<file path="src/rtl/pipeline_pkg.sv">
// Shared encodings for the pipeline sequencer:
// FSM state codes, NOP word, register-zero index.
package pipeline_pkg;

  typedef enum logic [2:0] {
    S_IDLE   = 3'd0,
    S_RUN    = 3'd1,
    S_STEP   = 3'd2,
    S_DRAIN  = 3'd3,
    S_HALTED = 3'd4
  } state_t;

  localparam logic [31:0] NOP      = 32'h0000_0000;
  localparam logic [4:0]  REG_ZERO = 5'd0;

endpackage

</file>
<file path="src/rtl/pipeline_sequencer_if.sv">
// Debug-unit and hazard inputs plus the stage
// control outputs of the pipeline sequencer.
interface pipeline_sequencer_if #(
  parameter int CNT_W = 32
);

  logic             i_run;
  logic             i_step;
  logic             i_halt_ID;
  logic             i_halt_WB;
  logic             i_flg_mem_rd_EX;
  logic [4:0]       i_rt_EX;
  logic [4:0]       i_rs_ID;
  logic [4:0]       i_rt_ID;
  logic             i_flg_uses_rt_ID;
  logic             i_flg_branch_taken;
  logic             o_pc_en;
  logic             o_IF_ID_en;
  logic             o_IF_ID_flush;
  logic             o_ID_EX_bubble;
  logic             o_pipe_en;
  logic             o_halted;
  logic             o_drain_err;
  logic [2:0]       o_state;
  logic [CNT_W-1:0] o_cycle_count;
  logic [CNT_W-1:0] o_stall_count;

  modport master (
    output i_run, i_step, i_halt_ID, i_halt_WB,
    output i_flg_mem_rd_EX, i_rt_EX, i_rs_ID,
    output i_rt_ID, i_flg_uses_rt_ID,
    output i_flg_branch_taken,
    input  o_pc_en, o_IF_ID_en, o_IF_ID_flush,
    input  o_ID_EX_bubble, o_pipe_en, o_halted,
    input  o_drain_err, o_state,
    input  o_cycle_count, o_stall_count
  );

  modport slave (
    input  i_run, i_step, i_halt_ID, i_halt_WB,
    input  i_flg_mem_rd_EX, i_rt_EX, i_rs_ID,
    input  i_rt_ID, i_flg_uses_rt_ID,
    input  i_flg_branch_taken,
    output o_pc_en, o_IF_ID_en, o_IF_ID_flush,
    output o_ID_EX_bubble, o_pipe_en, o_halted,
    output o_drain_err, o_state,
    output o_cycle_count, o_stall_count
  );

endinterface

</file>
<file path="src/rtl/sat_counter.sv">
// Up-counter that sticks at all-ones instead of
// wrapping; clear has priority over increment.
module sat_counter #(
  parameter int W = 32
) (
  input  logic         i_clk,
  input  logic         i_rst,
  input  logic         i_clr,
  input  logic         i_inc,
  output logic [W-1:0] o_q
);

  // count up, hold at saturation
  always_ff @(posedge i_clk) begin
    if (i_rst || i_clr)
      o_q <= '0;
    else if (i_inc && (o_q != '1))
      o_q <= o_q + 1'b1;
  end

endmodule

</file>
<file path="src/rtl/pipeline_sequencer.sv">
// Pipeline run/step/halt sequencer with load-use
// stall insertion and drain watchdog.
module pipeline_sequencer
  import pipeline_pkg::*;
#(
  parameter int DRAIN_MAX = 6,
  parameter int CNT_W     = 32
) (
  input logic                 i_clk,
  input logic                 i_rst,
  pipeline_sequencer_if.slave bus
);

  localparam int DW = $clog2(DRAIN_MAX + 1);

  state_t        state;
  state_t        nxt;
  logic          adv;
  logic          rt_hit;
  logic          lu;
  logic          drain_done;
  logic          drain_err;
  logic [DW-1:0] drain_q;

  assign adv = (state == S_RUN) ||
               (state == S_STEP) ||
               (state == S_DRAIN);

  assign rt_hit =
    (bus.i_rt_EX == bus.i_rs_ID) ||
    (bus.i_flg_uses_rt_ID &&
     (bus.i_rt_EX == bus.i_rt_ID));

  assign lu = adv && (state != S_DRAIN) &&
              bus.i_flg_mem_rd_EX &&
              (bus.i_rt_EX != REG_ZERO) &&
              rt_hit;

  assign drain_done =
    (int'(drain_q) + 1) >= DRAIN_MAX;

  sat_counter #(.W(CNT_W)) u_cycle_cnt (
    .i_clk (i_clk),
    .i_rst (i_rst),
    .i_clr (1'b0),
    .i_inc (adv),
    .o_q   (bus.o_cycle_count)
  );

  sat_counter #(.W(CNT_W)) u_stall_cnt (
    .i_clk (i_clk),
    .i_rst (i_rst),
    .i_clr (1'b0),
    .i_inc (lu),
    .o_q   (bus.o_stall_count)
  );

  sat_counter #(.W(DW)) u_drain_cnt (
    .i_clk (i_clk),
    .i_rst (i_rst),
    .i_clr (state != S_DRAIN),
    .i_inc (state == S_DRAIN),
    .o_q   (drain_q)
  );

  // state register
  always_ff @(posedge i_clk) begin
    if (i_rst)
      state <= S_IDLE;
    else
      state <= nxt;
  end

  // sticky watchdog flag, cleared only by reset
  always_ff @(posedge i_clk) begin
    if (i_rst)
      drain_err <= 1'b0;
    else if ((state == S_DRAIN) &&
             !bus.i_halt_WB && drain_done)
      drain_err <= 1'b1;
  end

  // next-state decode
  always_comb begin
    nxt = state;
    unique case (state)
      S_IDLE: begin
        if (bus.i_run)
          nxt = S_RUN;
        else if (bus.i_step)
          nxt = S_STEP;
      end
      S_RUN: begin
        if (!lu && bus.i_halt_ID)
          nxt = S_DRAIN;
        else if (!bus.i_run)
          nxt = S_IDLE;
      end
      S_STEP: begin
        if (!lu && bus.i_halt_ID)
          nxt = S_DRAIN;
        else
          nxt = S_IDLE;
      end
      S_DRAIN: begin
        if (bus.i_halt_WB || drain_done)
          nxt = S_HALTED;
      end
      S_HALTED: nxt = S_HALTED;
      default:  nxt = S_IDLE;
    endcase
  end

  // stage enables, flush and bubble
  always_comb begin
    bus.o_pipe_en      = adv;
    bus.o_pc_en        = adv && !lu &&
                         (state != S_DRAIN);
    bus.o_IF_ID_en     = adv && !lu;
    bus.o_ID_EX_bubble = lu;
    bus.o_IF_ID_flush  = adv && !lu &&
                         (bus.i_flg_branch_taken ||
                          (state == S_DRAIN) ||
                          bus.i_halt_ID);
    bus.o_halted       = (state == S_HALTED);
    bus.o_drain_err    = drain_err;
    bus.o_state        = state;
  end

endmodule

</file>
<file path="src/flat_wrapper.sv">
// flat-port wrapper written by rule: the top's interface ports become plain ports
module pipeline_sequencer_flat import pipeline_pkg::*;
#(
  parameter int DRAIN_MAX = 6,
  parameter int CNT_W     = 32
)
  (i_clk, i_rst, bus_i_run, bus_i_step, bus_i_halt_ID, bus_i_halt_WB, bus_i_flg_mem_rd_EX, bus_i_rt_EX, bus_i_rs_ID, bus_i_rt_ID, bus_i_flg_uses_rt_ID, bus_i_flg_branch_taken, bus_o_pc_en, bus_o_IF_ID_en, bus_o_IF_ID_flush, bus_o_ID_EX_bubble, bus_o_pipe_en, bus_o_halted, bus_o_drain_err, bus_o_state, bus_o_cycle_count, bus_o_stall_count);
  pipeline_sequencer_if #(.CNT_W(CNT_W)) bus_i ();
  input logic i_clk;
  input logic i_rst;
  input wire logic [$bits(bus_i.i_run)-1:0] bus_i_run;
  input wire logic [$bits(bus_i.i_step)-1:0] bus_i_step;
  input wire logic [$bits(bus_i.i_halt_ID)-1:0] bus_i_halt_ID;
  input wire logic [$bits(bus_i.i_halt_WB)-1:0] bus_i_halt_WB;
  input wire logic [$bits(bus_i.i_flg_mem_rd_EX)-1:0] bus_i_flg_mem_rd_EX;
  input wire logic [$bits(bus_i.i_rt_EX)-1:0] bus_i_rt_EX;
  input wire logic [$bits(bus_i.i_rs_ID)-1:0] bus_i_rs_ID;
  input wire logic [$bits(bus_i.i_rt_ID)-1:0] bus_i_rt_ID;
  input wire logic [$bits(bus_i.i_flg_uses_rt_ID)-1:0] bus_i_flg_uses_rt_ID;
  input wire logic [$bits(bus_i.i_flg_branch_taken)-1:0] bus_i_flg_branch_taken;
  output wire logic [$bits(bus_i.o_pc_en)-1:0] bus_o_pc_en;
  output wire logic [$bits(bus_i.o_IF_ID_en)-1:0] bus_o_IF_ID_en;
  output wire logic [$bits(bus_i.o_IF_ID_flush)-1:0] bus_o_IF_ID_flush;
  output wire logic [$bits(bus_i.o_ID_EX_bubble)-1:0] bus_o_ID_EX_bubble;
  output wire logic [$bits(bus_i.o_pipe_en)-1:0] bus_o_pipe_en;
  output wire logic [$bits(bus_i.o_halted)-1:0] bus_o_halted;
  output wire logic [$bits(bus_i.o_drain_err)-1:0] bus_o_drain_err;
  output wire logic [$bits(bus_i.o_state)-1:0] bus_o_state;
  output wire logic [$bits(bus_i.o_cycle_count)-1:0] bus_o_cycle_count;
  output wire logic [$bits(bus_i.o_stall_count)-1:0] bus_o_stall_count;
  assign bus_i.i_run = bus_i_run;
  assign bus_i.i_step = bus_i_step;
  assign bus_i.i_halt_ID = bus_i_halt_ID;
  assign bus_i.i_halt_WB = bus_i_halt_WB;
  assign bus_i.i_flg_mem_rd_EX = bus_i_flg_mem_rd_EX;
  assign bus_i.i_rt_EX = bus_i_rt_EX;
  assign bus_i.i_rs_ID = bus_i_rs_ID;
  assign bus_i.i_rt_ID = bus_i_rt_ID;
  assign bus_i.i_flg_uses_rt_ID = bus_i_flg_uses_rt_ID;
  assign bus_i.i_flg_branch_taken = bus_i_flg_branch_taken;
  assign bus_o_pc_en = bus_i.o_pc_en;
  assign bus_o_IF_ID_en = bus_i.o_IF_ID_en;
  assign bus_o_IF_ID_flush = bus_i.o_IF_ID_flush;
  assign bus_o_ID_EX_bubble = bus_i.o_ID_EX_bubble;
  assign bus_o_pipe_en = bus_i.o_pipe_en;
  assign bus_o_halted = bus_i.o_halted;
  assign bus_o_drain_err = bus_i.o_drain_err;
  assign bus_o_state = bus_i.o_state;
  assign bus_o_cycle_count = bus_i.o_cycle_count;
  assign bus_o_stall_count = bus_i.o_stall_count;
  pipeline_sequencer #(.DRAIN_MAX(DRAIN_MAX), .CNT_W(CNT_W)) u_core (.i_clk(i_clk), .i_rst(i_rst), .bus(bus_i));
endmodule
</file>
<file path="config.mk">
export PLATFORM = sky130hd
export DESIGN_NAME = pipeline_sequencer_flat
export DESIGN_NICKNAME = d
export VERILOG_FILES = /design/src/rtl/pipeline_pkg.sv /design/src/rtl/pipeline_sequencer_if.sv /design/src/rtl/sat_counter.sv /design/src/rtl/pipeline_sequencer.sv /design/src/flat_wrapper.sv
export SDC_FILE = /design/constraint.sdc
export NUM_CORES = 1
export LEC_CHECK = 0
export BUFFER_PORTS_ARGS = -buffer_cell sky130_fd_sc_hd__buf_2
export CAP_MARGIN = 0
export CORE_MARGIN = 2
export CORE_UTILIZATION = 25
export CTS_BUF_LIST = sky130_fd_sc_hd__clkbuf_8 sky130_fd_sc_hd__clkbuf_16
export CTS_CLUSTER_SIZE = 20
export DETAILED_ROUTE_END_ITERATION = 10
export GPL_TIMING_DRIVEN = 0
export PLACE_DENSITY = 0.53
export SYNTH_ARGS = -nofsm -noshare
export SYNTH_HDL_FRONTEND = slang
export SYNTH_SLANG_ARGS = --single-unit
</file>
<file path="constraint.sdc">
create_clock -name i_clk -period 4.7 [get_ports i_clk]
set_input_delay 0.235 -clock i_clk [delete_from_list [all_inputs] [get_ports i_clk]]
set_output_delay 0.235 -clock i_clk [all_outputs]
set_load 0.05 [all_outputs]
</file>
---- Word-level counts from Yosys, hierarchy flattened ----
Index checks and enable logic that the tools add are counted.
cells by class
  add/sub/neg operators ................... 4
  order comparisons ....................... 1
  equality and inequality tests ........... 13
  mux-type cells .......................... 7
  reduce and logical (&&, ||, !) cells .... 26
operator list
  cell                     count
  $add A32 B1 Y32 const B  2
  $ne A32 B32 Y1 const B   2
  $ge A32 B4 Y1 const B    1
  $mux W3                  5
  $pmux W3 S5              1
  $logic_and A1 B1 Y1      14
  $eq A5 B5 Y1             2
  $ne A3 B3 Y1 const B     3
  $logic_or A1 B1 Y1       7
  $eq A3 B2 Y1 const B     2
  $reduce_bool A5 Y1       1
  $add A3 B1 Y4 const B    1
  $add A3 B1 Y3 const B    1
  $eq A3 B1 Y1 const B     1
  $eq A3 B3 Y1 const B     1
  $logic_not A3 Y1         1
  $ne A3 B2 Y1 const B     1
  $reduce_and A3 Y1        1
  $logic_not A1 Y1         2
  $mux W2                  1
  $ne A2 B1 Y1 const B     1
word-level totals
  bits in registers ....................... 71
  bits of input ports ..................... 24
  output and inout port bits .............. 74
  logic and storage cells ................. 56

---- Logic depth before layout (Yosys ltp) ----
  word-level depth ........................ 11
  mapped depth ............................ 8
  gate-level depth less buffers ........... 7

---- Cells and area by module ----
Synthesis repeated with hierarchy kept, for this count alone.
unflattened totals
  cell total of the unflattened synthesis .. 454
  area total of the unflattened synthesis .. 3970.1 um2
modules (own cells, without submodules)
  module                                times used  cells each  area an instance (um2)  sequential area each (um2)
  sat_counter (u_core.u_cycle_cnt ...)  2           189         1681.6                  640.6
  pipeline_sequencer                    1           64          464.2                   80.1
  sat_counter (u_core.u_drain_cnt)      1           12          142.6                   60.1

---- Least setup slack after synthesis ----
No wires, ideal clock.
  kind .................................... register to output
  from .................................... reg u_core.state[1], in the netlist u_core.bus.o_state[1]
  to ...................................... out bus_o_IF_ID_flush
  arrival time ............................ 2.461 ns
  required time ........................... 4.465 ns
  setup slack ............................. 2.004 ns
  cell stages (with the launch flop) ...... 8
  buffers on the path ..................... 1
  cells stage by stage .................... dfxtp_1 -> xnor2_1 -> nor2_1 -> o311a_1 -> nand2_1 -> clkbuf_1 -> nand2_1 -> a21oi_1
on the way
  cells in the longest elaborated chain, start to end .. 10
  elaborated cells on any way between the ends .. 15
  those cells by class .................... eq/ne (4); reduce/logical (11)
RTL lines
  element                                       line                                                source
  start: declaration                            pipeline_sequencer.sv:16                            state_t state;
  start signal: assignment                      pipeline_sequencer.sv:71                            state <= nxt;
  $eq A3 B1 Y1 or $eq A3 B2 Y1 (tied branches)  pipeline_sequencer.sv:25, pipeline_sequencer.sv:26
  $logic_or A1 B1 Y1                            pipeline_sequencer.sv:25                            assign adv = (state == S_RUN) ||
  $logic_or A1 B1 Y1                            pipeline_sequencer.sv:26                            (state == S_STEP) ||
  $logic_and A1 B1 Y1 (2 in series)             pipeline_sequencer.sv:34                            assign lu = adv && (state != S_DRAIN) &&
  $logic_and A1 B1 Y1                           pipeline_sequencer.sv:35                            bus.i_flg_mem_rd_EX &&
  $logic_and A1 B1 Y1                           pipeline_sequencer.sv:36                            (bus.i_rt_EX != REG_ZERO) &&
  $logic_not A1 Y1                              pipeline_sequencer.sv:121                           bus.o_IF_ID_flush = adv && !lu &&
  $logic_and A1 B1 Y1                           pipeline_sequencer.sv:121
  $logic_and A1 B1 Y1 *                         pipeline_sequencer.sv:121
  end: declaration                              flat_wrapper.sv:23                                  output wire logic [$bits(bus_i.o_IF_ID_flush)-1:0] bus_o_IF_ID_flush;
Mark *: on every way between the ends. The rest lies on a longest branch, timed or not.

---- Final worst setup path ----
Ends and elaborated chain as after synthesis.

==> flow_summary.json <==
{
  "status": "finished, final reports clean",
  "power_leakage_nw": 1.75,
  "yosysMostFrequentCell": "dfxtp_1",
  "max_stage_delay_ps": 440,
  "cp_slowest_cell": "dfxtp_1",
  "cts_resized": 0,
  "synth_top_cells_by_count": "dfxtp_1, nor2_1, a21oi_1",
  "tightest_slew_ps": 888,
  "clk_latency_ps": 330,
  "dp_hpwl_mm": 7.55,
  "cp_data_required_time_ps": 4470,
  "worstSetupEndpointType": "output port",
  "cts_tree": "yes",
  "crit_chain": "xnor2_1 > nor2_1 > o311a_1 > nand2_1 > clkbuf_1 > nand2_1 > a21oi_1 > buf_2",
  "postPlaceCellArea_mm2": 0.00426,
  "ys_warn_count": 0,
  "grt_antenna_before_repair": 0,
  "die_h_um": 123,
  "ir_drop_v": 0.000114,
  "synth_top_area_share_pct": 40.0,
  "grt_max_degree": 12,
  "hp-start": "bus_i_step",
  "final-setup-viol-count": 0,
  "path_delay_family": "buffers and inverters",
  "hold_path_end": "u_core.bus.o_state[1]",
  "synth_cells": 430,
  "fin_tns_setup_ps": 0,
  "ios": 98,
  "path_common_cell": "nand2_1",
  "startpoint_type": "flip-flop",
  "slew_violations": 0,
  "area_growth_syn_to_layout_pct": 27.8,
  "root_buffer": "clkbuf_16",
  "maxCapViolCount": 0,
  "hold_violations": 0,
  "seq_area_frac_synth_pct": 40.0,
  "die-area_mm2": 0.0152,
  "drive_above_1_share_pct": 23.8,
  "nets": 567,
  "max_slew_margin_pct": 39.8,
  "hold_depth": 3,
  "critPathArrivalTime_ps": 2470,
  "grt_first_pass_wirelength_mm": 16.1,
  "rsz0062_at_grt": "false",
  "die_w_um": 123,
  "cts_buffer_depth": 2,
  "ff2ff_setup_slack_ps": 2090,
  "diodes": 0,
  "numCtsBuffers": 9,
  "power.density_mw_per_mm2": 311,
  "synthArstFlopShare_pct": 0,
  "drtIter0Drc": 178,
  "io_buffers": 97,
  "worstSetupPathType": "flip-flop to output port",
  "crit_buf_inv": 2,
  "wl_per_cell_um": 14.1,
  "grt_overflow": 0,
  "synth_area_mm2": 0.00355,
  "ys_seq_elements": 71,
  "ant_nets": 0,
  "coreArea_mm2": 0.0139,
  "drt_pre_antenna_iters": 4,
  "fin_area_mm2": 0.00454,
  "gp_congestion": 0.775,
  "hold_path.class": "input port to flip-flop",
  "crit_path_max_fanout": 10,
  "rows": 43,
  "rr_endpoint": "u_core.u_stall_cnt.o_q[4]",
  "reg2reg_depth": 7,
  "cts_hold_buf": 0,
  "remaining_drc_errors": 0,
  "path_clk_slew_ps": 50,
  "synth_top_area_cell": "dfxtp_1",
  "num_vias": 3536,
  "synth_cell_types": 47,
  "via_per_inst": 4.89,
  "wl_mm": 10.2,
  "avgSynthCellArea_um2": 8.26,
  "critical_path_depth": 8,
  "gr-usage-all-layers_pct": 13.5,
  "min_period_over_period_pct": 57.4,
  "rr_startpoint": "u_core.u_stall_cnt.o_q[21]",
  "cts_sinks": 71,
  "fmax_mhz": 370,
  "nFillCells": 1478,
  "synth_nets": 459,
  "skew_ps": 5.15,
  "grt_pass1_vias": 3229,
  "synth_area_leaders": "dfxtp_1, nor2_1, xnor2_1",
  "synthFlopType": "dfxtp_1",
  "synth_edf_count": 0,
  "fin_crit_ps": 2700,
  "htree_num_levels": 3,
  "cts_setup_buffers": 0,
  "start_util_pct": 25.6
}
[layer usage]
layer | up-vias | track usage, % | routed length (um)
li1 | 1774 | - | -
met1 | 1670 | 18.1 | 4950
met2 | 86 | 20.4 | 4520
met3 | 6 | 4.06 | 608
met4 | 0 | 5.47 | 99
met5 | - | 0 | 0
[kinds of logic after synthesis]
kind of cell | Yosys count | synth area share (%)
buf+inv | 28 | 3.24
fa+ha+maj | 5 | 1.76
xor+xnor | 41 | 10.1
compound gates | 73 | 12.4
mux | 7 | 2.15
simple gates | 205 | 30.3
flops | 71 | 40.0
[flip-flops by register name, indices dropped and copies added (netlist names)]
register / flops
u_core.u_stall_cnt.o_q: 32
u_core.u_cycle_cnt.o_q: 32
u_core.bus.o_state: 3
u_core.bus.o_drain_err: 1
u_core.u_drain_cnt.o_q: 3
[metrics by stage]
stage	setup WS [ps]	utilization (%)	total power, mW	hold WS (ps)	std cells
2_1_floorplan	2000	-	0.735	383	430
3_3_place_gp	2120	30.7	0.782	480	707
3_5_place_dp	2080	30.7	0.783	489	707
4_1_cts	1930	32.7	1.43	157	723
5_1_grt	1770	32.7	1.47	162	723
6_report	2000	32.7	1.41	175	723
[power by group]
part | switching, mW | leakage, nW | internal, mW
registers | 0.0109 | 0.572 | 0.609
clock network | 0.261 | 0.144 | 0.380
logic | 0.108 | 1.03 | 0.0407
[worst register-to-register path: cells and delay by family (launching register included)]
kind	cells	cell delay (ps)
AND/OR/NAND/NOR	5	1610
flip-flops	1	410
buffers and inverters	1	370
AO/OA/AOI/OAI	1	60
[how the worst max path moves through the flow]
stage / from / end / slack, ps
after floorplan: u_core.bus.o_state[1] / bus_o_IF_ID_flush / 2000
after global placement: bus_i_rt_EX[0] / bus_o_pc_en / 2120
after detailed placement: bus_i_rt_EX[0] / bus_o_IF_ID_flush / 2080
after CTS: u_core.bus.o_state[1] / bus_o_IF_ID_flush / 1930
after global routing: u_core.bus.o_state[1] / bus_o_IF_ID_flush / 1770
final: u_core.bus.o_state[1] / bus_o_IF_ID_flush / 2000
[cells in the final DEF (no fill, tap or decap), types with 15 or more instances in the layout]
| master | instances |
|---|---|
| nor2_1 | 55 |
| inv_1 | 15 |
| buf_2 | 99 |
| o21ai_0 | 15 |
| nand4_1 | 18 |
| a21oi_1 | 32 |
| xnor2_1 | 23 |
| nand2_1 | 27 |
| or3_1 | 18 |
| nor3_1 | 15 |
| dfxtp_1 | 71 |
| xor2_1 | 18 |
| nand3_1 | 29 |
[area by class of cell]
cell class / instances / area, um2 / share of cell area, %
Multi-Input combinational cell: 331 / 2010 / 44.4
Inverter: 14 / 52.6 / 1.16
Clock buffer: 11 / 253 / 5.57
Tap cell: 180 / 225 / 4.96
Sequential cell: 71 / 1420 / 31.3
Timing Repair Buffer: 97 / 485 / 10.7
Clock inverter: 5 / 25.0 / 0.551
Buffer: 14 / 62.6 / 1.38
(Power assumes the default switching activity.)
